**src/rtl/if_stage_pipe_pkg.sv**
```systemverilog
// Shared RV32I core constants: fetch widths, reset PC, bubble instruction, register-field positions.
package if_stage_pipe_pkg;

  localparam int          DEFAULT_PC_W      = 32;
  localparam logic [31:0] DEFAULT_RESET_PC  = 32'h0000_0000;
  localparam logic [31:0] DEFAULT_NOP_INSTR = 32'h0000_0013;
  localparam int          RS1_LSB           = 15;
  localparam int          RS2_LSB           = 20;

  function automatic logic [4:0] rs1_of(input logic [31:0] instr);
    return instr[RS1_LSB +: 5];
  endfunction

  function automatic logic [4:0] rs2_of(input logic [31:0] instr);
    return instr[RS2_LSB +: 5];
  endfunction

endpackage

```
**src/rtl/if_stage_pipe_if_id_reg.sv**
```systemverilog
// IF/ID pipeline register; flush loads a bubble and takes priority over hold.
module if_stage_pipe_if_id_reg
  import if_stage_pipe_pkg::*;
#(
  parameter int          PC_W      = DEFAULT_PC_W,
  parameter logic [31:0] NOP_INSTR = DEFAULT_NOP_INSTR
) (
  input  logic            clk,
  input  logic            arst,
  input  logic            flush_i,
  input  logic            hold_i,
  input  logic [PC_W-1:0] pc_i,
  input  logic [31:0]     instr_i,
  output logic [PC_W-1:0] pc_o,
  output logic [31:0]     instr_o,
  output logic            valid_o
);

  logic [PC_W-1:0] pc_q,    pc_d;
  logic [31:0]     instr_q, instr_d;
  logic            valid_q, valid_d;

  always_comb begin
    pc_d    = pc_q;
    instr_d = instr_q;
    valid_d = valid_q;
    if (flush_i) begin
      pc_d    = '0;
      instr_d = NOP_INSTR;
      valid_d = 1'b0;
    end else if (!hold_i) begin
      pc_d    = pc_i;
      instr_d = instr_i;
      valid_d = 1'b1;
    end
  end

  always_ff @(posedge clk or posedge arst) begin
    if (arst) begin
      pc_q    <= '0;
      instr_q <= NOP_INSTR;
      valid_q <= 1'b0;
    end else begin
      pc_q    <= pc_d;
      instr_q <= instr_d;
      valid_q <= valid_d;
    end
  end

  assign pc_o    = pc_q;
  assign instr_o = instr_q;
  assign valid_o = valid_q;

endmodule

```
**src/rtl/if_stage_pipe.sv**
```systemverilog
// Fetch stage: owns the PC, drives imem combinationally, feeds IF/ID one cycle later.
// Define IF_STAGE_PERF_CNT_EN to add stall_cnt / flush_cnt performance counters.
module if_stage_pipe
  import if_stage_pipe_pkg::*;
#(
  parameter int          PC_W      = DEFAULT_PC_W,
  parameter logic [31:0] RESET_PC  = DEFAULT_RESET_PC,
  parameter logic [31:0] NOP_INSTR = DEFAULT_NOP_INSTR
) (
  input  logic            clk,
  input  logic            arst,
  input  logic            prevent_update_pc,
  input  logic            prevent_update_reg_IF_ID,
  input  logic            redirect_valid,
  input  logic [PC_W-1:0] redirect_pc,
  output logic [PC_W-1:0] imem_addr,
  input  logic [31:0]     imem_rdata,
  output logic [PC_W-1:0] if_id_pc,
  output logic [31:0]     if_id_instr,
  output logic            if_id_valid,
  output logic [4:0]      IF_ID_rs1,
  output logic [4:0]      IF_ID_rs2
`ifdef IF_STAGE_PERF_CNT_EN
  ,
  output logic [31:0]     stall_cnt,
  output logic [31:0]     flush_cnt
`endif
);

  logic [PC_W-1:0] pc_q, pc_d;

  // A redirect wins over a stall so a taken branch is never lost behind a load-use bubble.
  always_comb begin
    pc_d = pc_q;
    if (redirect_valid) begin
      pc_d = redirect_pc;
    end else if (!prevent_update_pc) begin
      pc_d = pc_q + PC_W'(4);
    end
  end

  always_ff @(posedge clk or posedge arst) begin
    if (arst) begin
      pc_q <= RESET_PC[PC_W-1:0];
    end else begin
      pc_q <= pc_d;
    end
  end

  assign imem_addr = pc_q;

  if_stage_pipe_if_id_reg #(
    .PC_W      (PC_W),
    .NOP_INSTR (NOP_INSTR)
  ) u_if_id_reg (
    .clk     (clk),
    .arst    (arst),
    .flush_i (redirect_valid),
    .hold_i  (prevent_update_reg_IF_ID),
    .pc_i    (pc_q),
    .instr_i (imem_rdata),
    .pc_o    (if_id_pc),
    .instr_o (if_id_instr),
    .valid_o (if_id_valid)
  );

  assign IF_ID_rs1 = rs1_of(if_id_instr);
  assign IF_ID_rs2 = rs2_of(if_id_instr);

`ifdef IF_STAGE_PERF_CNT_EN
  logic [31:0] stall_cnt_q, stall_cnt_d;
  logic [31:0] flush_cnt_q, flush_cnt_d;

  always_comb begin
    stall_cnt_d = stall_cnt_q;
    flush_cnt_d = flush_cnt_q;
    if (redirect_valid) begin
      flush_cnt_d = flush_cnt_q + 32'd1;
    end else if (prevent_update_pc) begin
      stall_cnt_d = stall_cnt_q + 32'd1;
    end
  end

  always_ff @(posedge clk or posedge arst) begin
    if (arst) begin
      stall_cnt_q <= '0;
      flush_cnt_q <= '0;
    end else begin
      stall_cnt_q <= stall_cnt_d;
      flush_cnt_q <= flush_cnt_d;
    end
  end

  assign stall_cnt = stall_cnt_q;
  assign flush_cnt = flush_cnt_q;
`endif

endmodule

```
**config.mk**
```make
export PLATFORM = sky130hd
export DESIGN_NAME = if_stage_pipe
export DESIGN_NICKNAME = d
export VERILOG_FILES = /design/src/rtl/if_stage_pipe_pkg.sv /design/src/rtl/if_stage_pipe_if_id_reg.sv /design/src/rtl/if_stage_pipe.sv
export SDC_FILE = /design/constraint.sdc
export NUM_CORES = 1
export LEC_CHECK = 0
export BUFFER_PORTS_ARGS = -buffer_cell sky130_fd_sc_hd__buf_2
export CAP_MARGIN = 20
export CORE_ASPECT_RATIO = 1.75
export CORE_MARGIN = 4
export CORE_UTILIZATION = 40
export CTS_CLUSTER_SIZE = 12
export DETAILED_ROUTE_END_ITERATION = 10
export PLACE_DENSITY = 0.66
export SKIP_CTS_REPAIR_TIMING = 1
export SLEW_MARGIN = 5
export SYNTH_ARGS = -nofsm -noshare
export SYNTH_HDL_FRONTEND = slang
export SYNTH_SLANG_ARGS = --single-unit
```
**constraint.sdc**
```tcl
create_clock -name clk -period 8 [get_ports clk]
set_input_delay 1.6 -clock clk [delete_from_list [all_inputs] [get_ports clk]]
set_output_delay 1.6 -clock clk [all_outputs]
set_load 0.02 [all_outputs]
```
---- Yosys cells after proc, flatten, opt, wreduce, memory -nomap -nowiden ----
Index checks and enable logic that the tools add are counted.
Widths: inputs -> output; s select.
storage, ports and cells
  input port bits ......................... 69
  register bits ........................... 97
  output and inout bits ................... 107
  word-level logic and storage cells ...... 15
operators by class
  muxes and demuxes ....................... 8
  add/sub/neg operators ................... 1
  equality and inequality tests ........... 2
operators with widths
  operator               count
  $mux 32                6
  $add 32x3->32 const B  1
  $ne 2x1->1 const B     2
  $mux 1                 2

---- Logic depth before layout (Yosys ltp) ----
Gate-level depths: netlist of run 1.
  word-level depth ........................ 3
  depth in mapped cells ................... 7
  mapped depth without buffers ............ 5

---- Modules after synthesis ----
A second synthesis of run 1 with hierarchy kept.
unflattened totals
  cell total of the unflattened synthesis .. 421
  area, all modules ....................... 4,595.7 µm²
by module, submodules not included
  module                   area each (µm²)  seq. area each (µm²)  cells an instance  times used
  if_stage_pipe_if_id_reg  2,668.8          1,630.3               211                1
  if_stage_pipe            1,926.8          800.8                 210                1

---- Worst setup path after synthesis of run 1 ----
Ideal clock, no wire load.
  kind .................................... input to register
  from .................................... in prevent_update_reg_IF_ID
  to ...................................... reg u_if_id_reg.pc_q[10] (netlist: u_if_id_reg.pc_o[10])
  stages .................................. 4
  data arrival time ....................... 2.698 ns
  data required time ...................... 7.868 ns
  buffers on the path ..................... 2
  setup time .............................. 0.132 ns
  slack ................................... 5.170 ns
  cell sequence ........................... clkbuf_1 -> buf_1 -> mux2i_1 -> nor2_1
between the ends
  cells in the longest elaborated chain, start to end .. 1
RTL lines
  what                         line                           source
  start, declared              if_stage_pipe.sv:13            input logic prevent_update_reg_IF_ID,
  $ne 2x1->1 (no source line)  n/a
  end signal, assigned         if_stage_pipe_if_id_reg.sv:44  pc_q <= pc_d;
  end, declared                if_stage_pipe_if_id_reg.sv:19  logic [PC_W-1:0] pc_q, pc_d;
No other way between the ends.
A chain may end at the register's enable or synchronous reset.

---- Worst setup path after layout of run 1 ----
  from .................................... in redirect_valid
  to ...................................... reg pc_q[18] (netlist: imem_addr[18])
between the ends
  cells in the longest elaborated chain, start to end .. 1
  elaborated cells between the ends (all ways) .. 2
  those cells by class .................... eq/ne (1); mux (1)
RTL lines
  what                                                           line                 source
  start, declared                                                if_stage_pipe.sv:14  input logic redirect_valid,
  $ne 2x1->1 (no source line) / $mux 32 (equally long branches)  n/a
  end signal, assigned                                           if_stage_pipe.sv:44  pc_q <= RESET_PC[PC_W-1:0];
  end signal, assigned                                           if_stage_pipe.sv:46  pc_q <= pc_d;
  end, declared                                                  if_stage_pipe.sv:30  logic [PC_W-1:0] pc_q, pc_d;
Several ways; a longest one is shown, not always the timed one.

==> results.cfg, run 1 <==
[run_status]
status = finished clean

[synth]
postSynthAreaPerCell_sq_um = 10.51
synth_edf_count = 0
synth-xor-area-share = 0.02342
synthTopCellsByCount = dfrtp_1, nor2_1, mux2i_1
ys_top_cells_by_area = dfrtp_1, mux2i_1, nor2_1
netlist-cell-type-count = 39
yosys.area.top_type = dfrtp_1
syn_nets = 497
ys_async_sr_fraction = 1.000
syn_inst = 427
synth-adder-area-share = 0.002789
synth.most_common_cell = dfrtp_1
ys_seq_area_frac = 0.5418
yosysTopAreaCellShare = 0.5243
synth_top_family_by_area = simple AND/OR/NAND/NOR gates
synthesis.area_sq_mm = 0.004487
synth_compound_area_frac = 0.06386
synth_seq_cells = 97
synth_flop_cell = dfrtp_1
synthSimpleGateAreaFrac = 0.1709
yosysWarningCount = 0
synthMuxAreaShare = 0.1500

[detailed_routing]
viasPerCell = 5.214
wl_um = 11760
post_drt_wl_per_cell_um = 16.47
post-route-drc-count = 0
drtAntennaViolNets = 0
dr_total_vias = 3723
first_iter_violations = 156
first_pass_iters = 4

[floorplan]
die_h_um = 148.1
top_level_ports = 176
die_w_um = 88.06
core_sq_mm = 0.01082
core.rowCount = 50
die_area_sq_mm = 0.01304
start_util = 0.4146

[global_routing]
grt_use_total = 0.1839
antenna_found_initial = 0
grt_max_degree = 99
grt_pass1_vias = 3743
grt_first_pass_wirelength_um = 18910
grt_overflow = 0

[clocking]
cts_buffers = 9
path_clk_slew_ns = 0.06
tritoncts = built
clock_latency_ns = 0.34
cts_sinks = 97
h-tree-depth = 3
clockBufferDepth = 2
cts-root-buf = clkbuf_16

[worst_setup_path]
critPathSlowestCell = buf_4
critPathKind = in -> reg
cp_num_cells = 4
critPathArrivalTime_ns = 3.33
start_kind = primary input
rr_startpoint = imem_addr[2]$_DFFE_PP0N_
endpoint = imem_addr[18]$_DFFE_PP0N_
r2r_cells = 5
cp_top_family = buffers and inverters
critPathRequiredTime_ns = 8.17
path_cells = buf_4 > inv_1 > nor2_1 > a31oi_1
reg2reg_slack_ns = 5.81
worstSetupStartpoint = redirect_valid
regToRegEndpoint = imem_addr[12]$_DFFE_PP0N_
crit_fanout = 98
cp_num_buf_inv = 2
crit_path_end_kind = flop
max_stage_delay_ns = 0.69

[sta]
final_hold_viol_count = 0
fin_ws_ns = 4.844
worst_hold_slack_ns = 0.5143
fmax_mhz = 316.8
worst_pin_slew_ns = 0.9401
maxSlewViolCount = 0
rsz0062_at_grt = no
fin_crit_ns = 3.156
setup_viol = 0
post-route-period-util = 0.3945
setup_tns_ns = 0
slew_headroom = 0.3733
fin_skew_ns = 0.007653

[power]
p_sw_frac = 0.2926
vdd_drop_max_uv = 182.5
pwr-share-clk = 0.361
p_seq_frac = 0.467
p_switching_mw = 0.3544
power.leakage_nw = 2.943
finalPower_mw = 1.211
power.internal_mw = 0.8570
comb_power_share = 0.173
pwr_density_cell_mw_per_mm2 = 213.5

[run]
drv_cap = 0

[final_layout]
diodes = 0
layout-drive-gt1-share = 0.3442
finalNonFillerCells = 714
nets = 649
area_growth_pct = 26.44

[placement]
port_buffers = 175
place_hpwl_um = 8601
gp_congestion = 0.7443
post-place-ws_ns = 4.457
placed_cells = 698

[hold_path]
hp-class = reg -> reg
## cells in the final DEF, fill, tap and decap left out, drive strengths merged, types with 2 or more instances in the layout
cell      count
buf         177
dfrtp        94
nor2         78
mux2i        65
nand2        29
o21ai        17
a31oi        15
nand3        11
o31ai        10
or4          10
clkbuf       10
xnor2         8
inv           8
nand4         7
nor4          5
xor2          4
and3          3
nor3          3
nand4b        3
or3           3
dfstp         3
clkinv        3
mux2          2
and4          2
clkinvlp      2
## routing by layer
metal,GRT usage,share of wire
met1,0.2252,0.39
met2,0.3180,0.53
met5,0,0
met3,0.02827,0.047
met4,0.07489,0.031
## worst min path at each step
stage | from | end | slack, ns | cells after the start
3_3_place_gp | u_if_id_reg.pc_o[29]$_DFFE_PP0P_ | u_if_id_reg.pc_o[29]$_DFFE_PP0P_ | 0.50 | 2
3_5_place_dp | u_if_id_reg.pc_o[21]$_DFFE_PP0P_ | u_if_id_reg.pc_o[21]$_DFFE_PP0P_ | 0.51 | 2
2_1_floorplan | u_if_id_reg.instr_o[0]$_DFFE_PP1P_ | u_if_id_reg.instr_o[0]$_DFFE_PP1P_ | 0.58 | 2
5_1_grt | u_if_id_reg.pc_o[23]$_DFFE_PP0P_ | u_if_id_reg.pc_o[23]$_DFFE_PP0P_ | 0.54 | 2
4_1_cts | u_if_id_reg.pc_o[21]$_DFFE_PP0P_ | u_if_id_reg.pc_o[21]$_DFFE_PP0P_ | 0.52 | 2
6_report | u_if_id_reg.pc_o[21]$_DFFE_PP0P_ | u_if_id_reg.pc_o[21]$_DFFE_PP0P_ | 0.51 | 2
## registers in the layout (all words and copies together), names as in the netlist
| name | flops |
|---|---|
| u_if_id_reg.pc_o | 32 |
| u_if_id_reg.instr_o | 32 |
| imem_addr | 32 |
| u_if_id_reg.valid_o | 1 |
## layout make-up
| cell class | instances | area (sq um) |
|---|---|---|
| Clock buffer | 10 | 239.0 |
| Sequential cell | 97 | 2431 |
| Clock inverter | 6 | 67.56 |
| Multi-Input combinational cell | 286 | 1844 |
| Fill cell | 1020 | 5150 |
| Inverter | 8 | 32.53 |
| Tap cell | 130 | 162.7 |
| Timing Repair Buffer | 177 | 895.9 |
## metrics by stage
step	utilization	instance area, sq um
after global placement	0.4958	5366
after detailed placement	0.4958	5366
after floorplan	-	4487
final	0.5242	5673
after global routing	0.5242	5673
after CTS	0.5242	5673
## kinds of logic (layout without fill, tap and decap cells)
kind of cell    after synthesis  after routing
xor+xnor                     12             12
simple gates                160            160
buf+inv                      44            201
compound gates               46             46
fa+ha+maj                     1              1
mux                          67             67
flops                        97             97
## tightest hold or removal path, delay by kind of cell (launching register included)
kind	cells	cell delay (ns)
simple gates	1	0.07
flops	1	0.34
mux	1	0.07
## power groups by stage
stage	registers, mW	logic [mW]	clock network [mW]
after global routing	0.572	0.230	0.469
after floorplan	0.612	0.0933	0
final	0.565	0.209	0.437
after detailed placement	0.575	0.213	0
after global placement	0.573	0.209	0
after CTS	0.566	0.213	0.448
Power figures use the tool's default switching activity.
==> run 2: changes to the inputs <==
Clock period 8 ns to 3 ns, I/O delays scaled along.
==> run 2 against run 1 <==
Worst setup slack lost 4.0 ns. Sequential power grew to 2.7 times the previous value. Non-clock buffer count grew 4. Critical path depth is the same. Utilization grew 0.42 points. Design area grew 0.79%. Sequential cell count is the same. Combinational power grew to 2.7 times the previous value. Critical path type is now reg -> reg. Largest cell class unchanged. Largest power group unchanged.
==> results.cfg, run 2 (synthesized netlist as in run 1, its figures left out) <==
[power]
p_switching_mw = 0.9372
p_seq_frac = 0.463
comb_power_share = 0.174
vdd_drop_max_uv = 320.2
pwr-share-clk = 0.362
p_sw_frac = 0.2885
pwr_density_cell_mw_per_mm2 = 568.2
power.internal_mw = 2.312
power.leakage_nw = 2.967

[worst_setup_path]
start_kind = flop
critPathKind = reg -> reg
critPathArrivalTime_ns = 2.46
critPathRequiredTime_ns = 3.26
reg2reg_slack_ns = 0.80
crit_path_end_kind = flop
rr_startpoint = imem_addr[2]$_DFFE_PP0N_
worstSetupStartpoint = imem_addr[2]$_DFFE_PP0N_
crit_fanout = 17

[placement]
gp_congestion = 0.8094
place_hpwl_um = 8880
placed_area_sq_mm = 0.005410
port_buffers = 175
post-place-ws_ns = 0.6251

[floorplan]
top_level_ports = 176
core_sq_mm = 0.01082
die_h_um = 148.1
core.rowCount = 50
start_util = 0.4146
die_w_um = 88.06
die_area_sq_mm = 0.01304

[sta]
worst_pin_slew_ns = 0.7441
final_hold_viol_count = 0
setup_tns_ns = 0
post-route-period-util = 0.7340
rsz0062_at_grt = no
fin_crit_ns = 2.202
fmax_mhz = 454.1
setup_viol = 0
fin_skew_ns = 0.006686
fin_ws_ns = 0.7980
maxSlewViolCount = 0
slew_headroom = 0.5039

[clocking]
clockBufferDepth = 2
h-tree-depth = 3
path_clk_slew_ns = 0.07
tritoncts = built
cts-root-buf = clkbuf_16
cts_buffers = 9
cts_sinks = 97
clock_latency_ns = 0.34

[detailed_routing]
first_iter_violations = 183
post-route-drc-count = 0
dr_total_vias = 3756
wl_um = 12090
drtAntennaViolNets = 0
post_drt_wl_per_cell_um = 16.84
wl_met3_um = 504
viasPerCell = 5.231
first_pass_iters = 4
top_layer_used = met4
m1WireLength_um = 4733
wl_met2_um = 6594

[global_routing]
grt_max_degree = 58
grt_use_total = 0.1915
antenna_found_initial = 0
grt_pass1_vias = 3664
grt_overflow = 0
grt_first_pass_wirelength_um = 19390

[final_layout]
n_fill_cell = 1010
final_area_sq_mm = 0.005718
area_growth_pct = 27.44
layout-drive-gt1-share = 0.3469
final_common_cell = buf_2
nets = 653
diodes = 0
final_cell_mix = buf_2, dfrtp_1, nor2_1

[hold_path]
hp-class = in -> async

[run]
drv_cap = 0

[run_status]
status = finished clean
[run 2: cell count changes in the layout (fill, tap and decap cells not counted), sizes merged]
| cell | delta |
|---|---|
| buf | +4 |
| clkbuf | +2 |
| clkinv | -1 |
| inv | -1 |
[run 2: per-stage QoR]
step / total power [mW] / util / std cells / hold WS (ns)
2_1_floorplan: 1.882 / - / 427 / 0.5769
5_1_grt: 3.410 / 0.5283 / 718 / 0.4484
3_5_place_dp: 2.107 / 0.4999 / 702 / 0.5068
3_3_place_gp: 2.092 / 0.4999 / 702 / 0.4989
4_1_cts: 3.296 / 0.5283 / 718 / 0.4232
6_report: 3.249 / 0.5283 / 718 / 0.4153
[run 2: path summary, 6_finish.rpt]
kind	to	cells after the start
hold / removal	u_if_id_reg.instr_o[16]$_DFFE_PP0P_	3
hold reg to reg	u_if_id_reg.pc_o[21]$_DFFE_PP0P_	2
min in group clk	imem_addr[8]$_DFFE_PP0N_	3
setup / recovery	imem_addr[28]$_DFFE_PP0N_	4
max in group asynchronous	u_if_id_reg.instr_o[31]$_DFFE_PP0P_	3
setup reg to reg	imem_addr[28]$_DFFE_PP0N_	4
[run 2: cell type report]
cell class	count	area, sq um	area share
multi-input combinational	286	1844	0.3225
clock inverter	4	51.30	0.008972
tap	130	162.7	0.02845
timing repair buffer	181	938.4	0.1641
clock buffer	12	256.5	0.04486
sequential	97	2431	0.4252
inverter	8	33.78	0.005908
[run 2: power by group through the flow]
| stage | sequential (mW) | clock (mW) | combinational [mW] |
|---|---|---|---|
| CTS | 1.51 | 1.21 | 0.578 |
| global placement | 1.52 | 0 | 0.568 |
| finish | 1.51 | 1.18 | 0.567 |
| detailed placement | 1.53 | 0 | 0.576 |
| floorplan | 1.63 | 0 | 0.249 |
| global route | 1.52 | 1.26 | 0.623 |
[run 2: metal layers]
layer  vias to the layer above  GRT usage
met4                         0    0.07867
met3                        15    0.02439
met2                        96     0.3270
met1                      1840     0.2410
met5                         -          0
li1                       1805          -
[run 2: critical path, stage by stage (launching register included)]
cell      delay (ns)
dfrtp_1         0.46
ha_1            0.23
nand4b_1        0.57
or4_1           0.69
a31oi_1         0.17
==> run 3: changes to the inputs <==
Clock period 3 ns to 2.21 ns, I/O delays scaled along.
==> run 3 against run 2 <==
Sequential cell count unchanged. Via count increased by 2.0%. Clock skew rose by 0.0024 ns. Design area up 2.6%. Sequential share of layout area shrank 1.1 points. Critical path depth unchanged. Fmax up 5.7%. Die area unchanged. Non-clock buffer count up 10. Clock power rose by 50%. Power rose by 42%. Global-route usage decreased by 0.10 points. Largest cell class unchanged.
==> results.cfg, run 3 (synthesized netlist as in run 1, its figures left out) <==
[clocking]
clockBufferDepth = 2
h-tree-depth = 3
cts_sinks = 97
tritoncts = built
cts-root-buf = clkbuf_16
path_clk_slew_ns = 0.07
cts_buffers = 9
clock_latency_ns = 0.34

[global_routing]
antenna_found_initial = 0
grt_overflow = 0
grt_pass1_vias = 3839
grt_first_pass_wirelength_um = 19420
grt_max_degree = 66
grt_use_total = 0.1904

[worst_setup_path]
start_kind = flop
crit_path_end_kind = flop
critPathKind = reg -> reg
crit_fanout = 11
critPathRequiredTime_ns = 2.47
critPathArrivalTime_ns = 2.34

[final_layout]
finalNonFillerCells = 729
nets = 664
diodes = 0
area_growth_pct = 30.81
layout-drive-gt1-share = 0.3589
ff_latch_area_sq_mm = 0.002432
n_fill_cell = 1002
multi_input_area_sq_mm = 0.001853
final_cell_mix = buf_2, dfrtp_1, nor2_1
final_common_cell = buf_2
final_area_sq_mm = 0.005869

[detailed_routing]
viasPerCell = 5.254
first_pass_iters = 4
post-route-drc-count = 0
dr_total_vias = 3830
drtAntennaViolNets = 0
post_drt_wl_per_cell_um = 16.96
first_iter_violations = 123
wl_um = 12370

[placement]
place_hpwl_um = 9017
gp_congestion = 0.8063
placed_cells = 712
port_buffers = 175
placed_area_sq_mm = 0.005523

[sta]
fin_crit_ns = 2.083
worst_hold_slack_ns = 0.1850
setup_tns_ns = 0
maxSlewViolCount = 0
final_hold_viol_count = 0
fmax_mhz = 480.2
worst_pin_slew_ns = 0.6613
fin_skew_ns = 0.009108
setup_viol = 0
slew_headroom = 0.5582
rsz0062_at_grt = no
post-route-period-util = 0.9423

[run_status]
status = finished clean

[run]
drv_cap = 0

[power]
pwr_density_cell_mw_per_mm2 = 786.4
vdd_drop_max_uv = 545.5
power.leakage_nw = 3.044

[floorplan]
core_sq_mm = 0.01082
start_util = 0.4146
die_w_um = 88.06
core.rowCount = 50
die_h_um = 148.1
top_level_ports = 176
die_area_sq_mm = 0.01304

[hold_path]
hp-class = in -> async
==> run 3: cell count changes in the layout (fill, tap and decap cells not counted), moves of 2 or more <==
cell | previous run | this run
buf_4 | 7 | 14
buf_12 | 1 | 4
bufinv_16 | 1 | 3
clkbuf_8 | 2 | 0
==> run 3: per-stage QoR <==
| stage | utilization | total power, mW | setup WS [ns] |
|---|---|---|---|
| 3_3_place_gp | 0.5103 | 2.869 | 0.1508 |
| 3_5_place_dp | 0.5103 | 2.890 | 0.1244 |
| 2_1_floorplan | - | 2.554 | 0.05166 |
| 4_1_cts | 0.5414 | 4.674 | 0.09067 |
| 6_report | 0.5423 | 4.616 | 0.1274 |
| 5_1_grt | 0.5423 | 4.828 | 0.03105 |
==> run 3: path summary, 6_finish.rpt <==
check	depth (start not counted)	slack (ns)	endpoint	startpoint
max in group asynchronous	3	1.36	u_if_id_reg.instr_o[0]$_DFFE_PP1P_	arst
min in group clk	3	0.31	imem_addr[11]$_DFFE_PP0N_	redirect_pc[11]
worst min register to register	2	0.51	u_if_id_reg.pc_o[21]$_DFFE_PP0P_	u_if_id_reg.pc_o[21]$_DFFE_PP0P_
worst min-delay path	2	0.18	u_if_id_reg.instr_o[23]$_DFFE_PP0P_	arst
worst max register to register	4	0.13	imem_addr[28]$_DFFE_PP0N_	imem_addr[18]$_DFFE_PP0N_
worst max-delay path	4	0.13	imem_addr[28]$_DFFE_PP0N_	imem_addr[18]$_DFFE_PP0N_
==> run 3: critical path, cell delays in order, from the launching register on <==
cell and delay, ns:
dfrtp_1 0.42, nand4_1 0.21, or4_4 0.66, or4_1 0.52
a31oi_1 0.18
==> run 3: power by group <==
part	switching, mW	internal, mW	leakage, nW
Clock	0.663	1.11	0.164
Sequential	0.119	1.91	1.23
Combinational	0.505	0.313	1.65
==> run 3: layout make-up <==
class	count	area share
clock buffers	11	0.03965
clock inverters	5	0.01769
inverters	8	0.005756
multi-input cells	287	0.3157
flip-flops and latches	97	0.4144
well taps	130	0.02771
repair buffers	191	0.1791
==> run 3: layer usage <==
layer | global-route usage | up-vias | wire (um)
met2 | 0.3278 | 113 | 6601
met3 | 0.02882 | 31 | 583
li1 | - | 1817 | -
met4 | 0.09909 | 0 | 482
met5 | 0 | - | 0
met1 | 0.2244 | 1869 | 4698
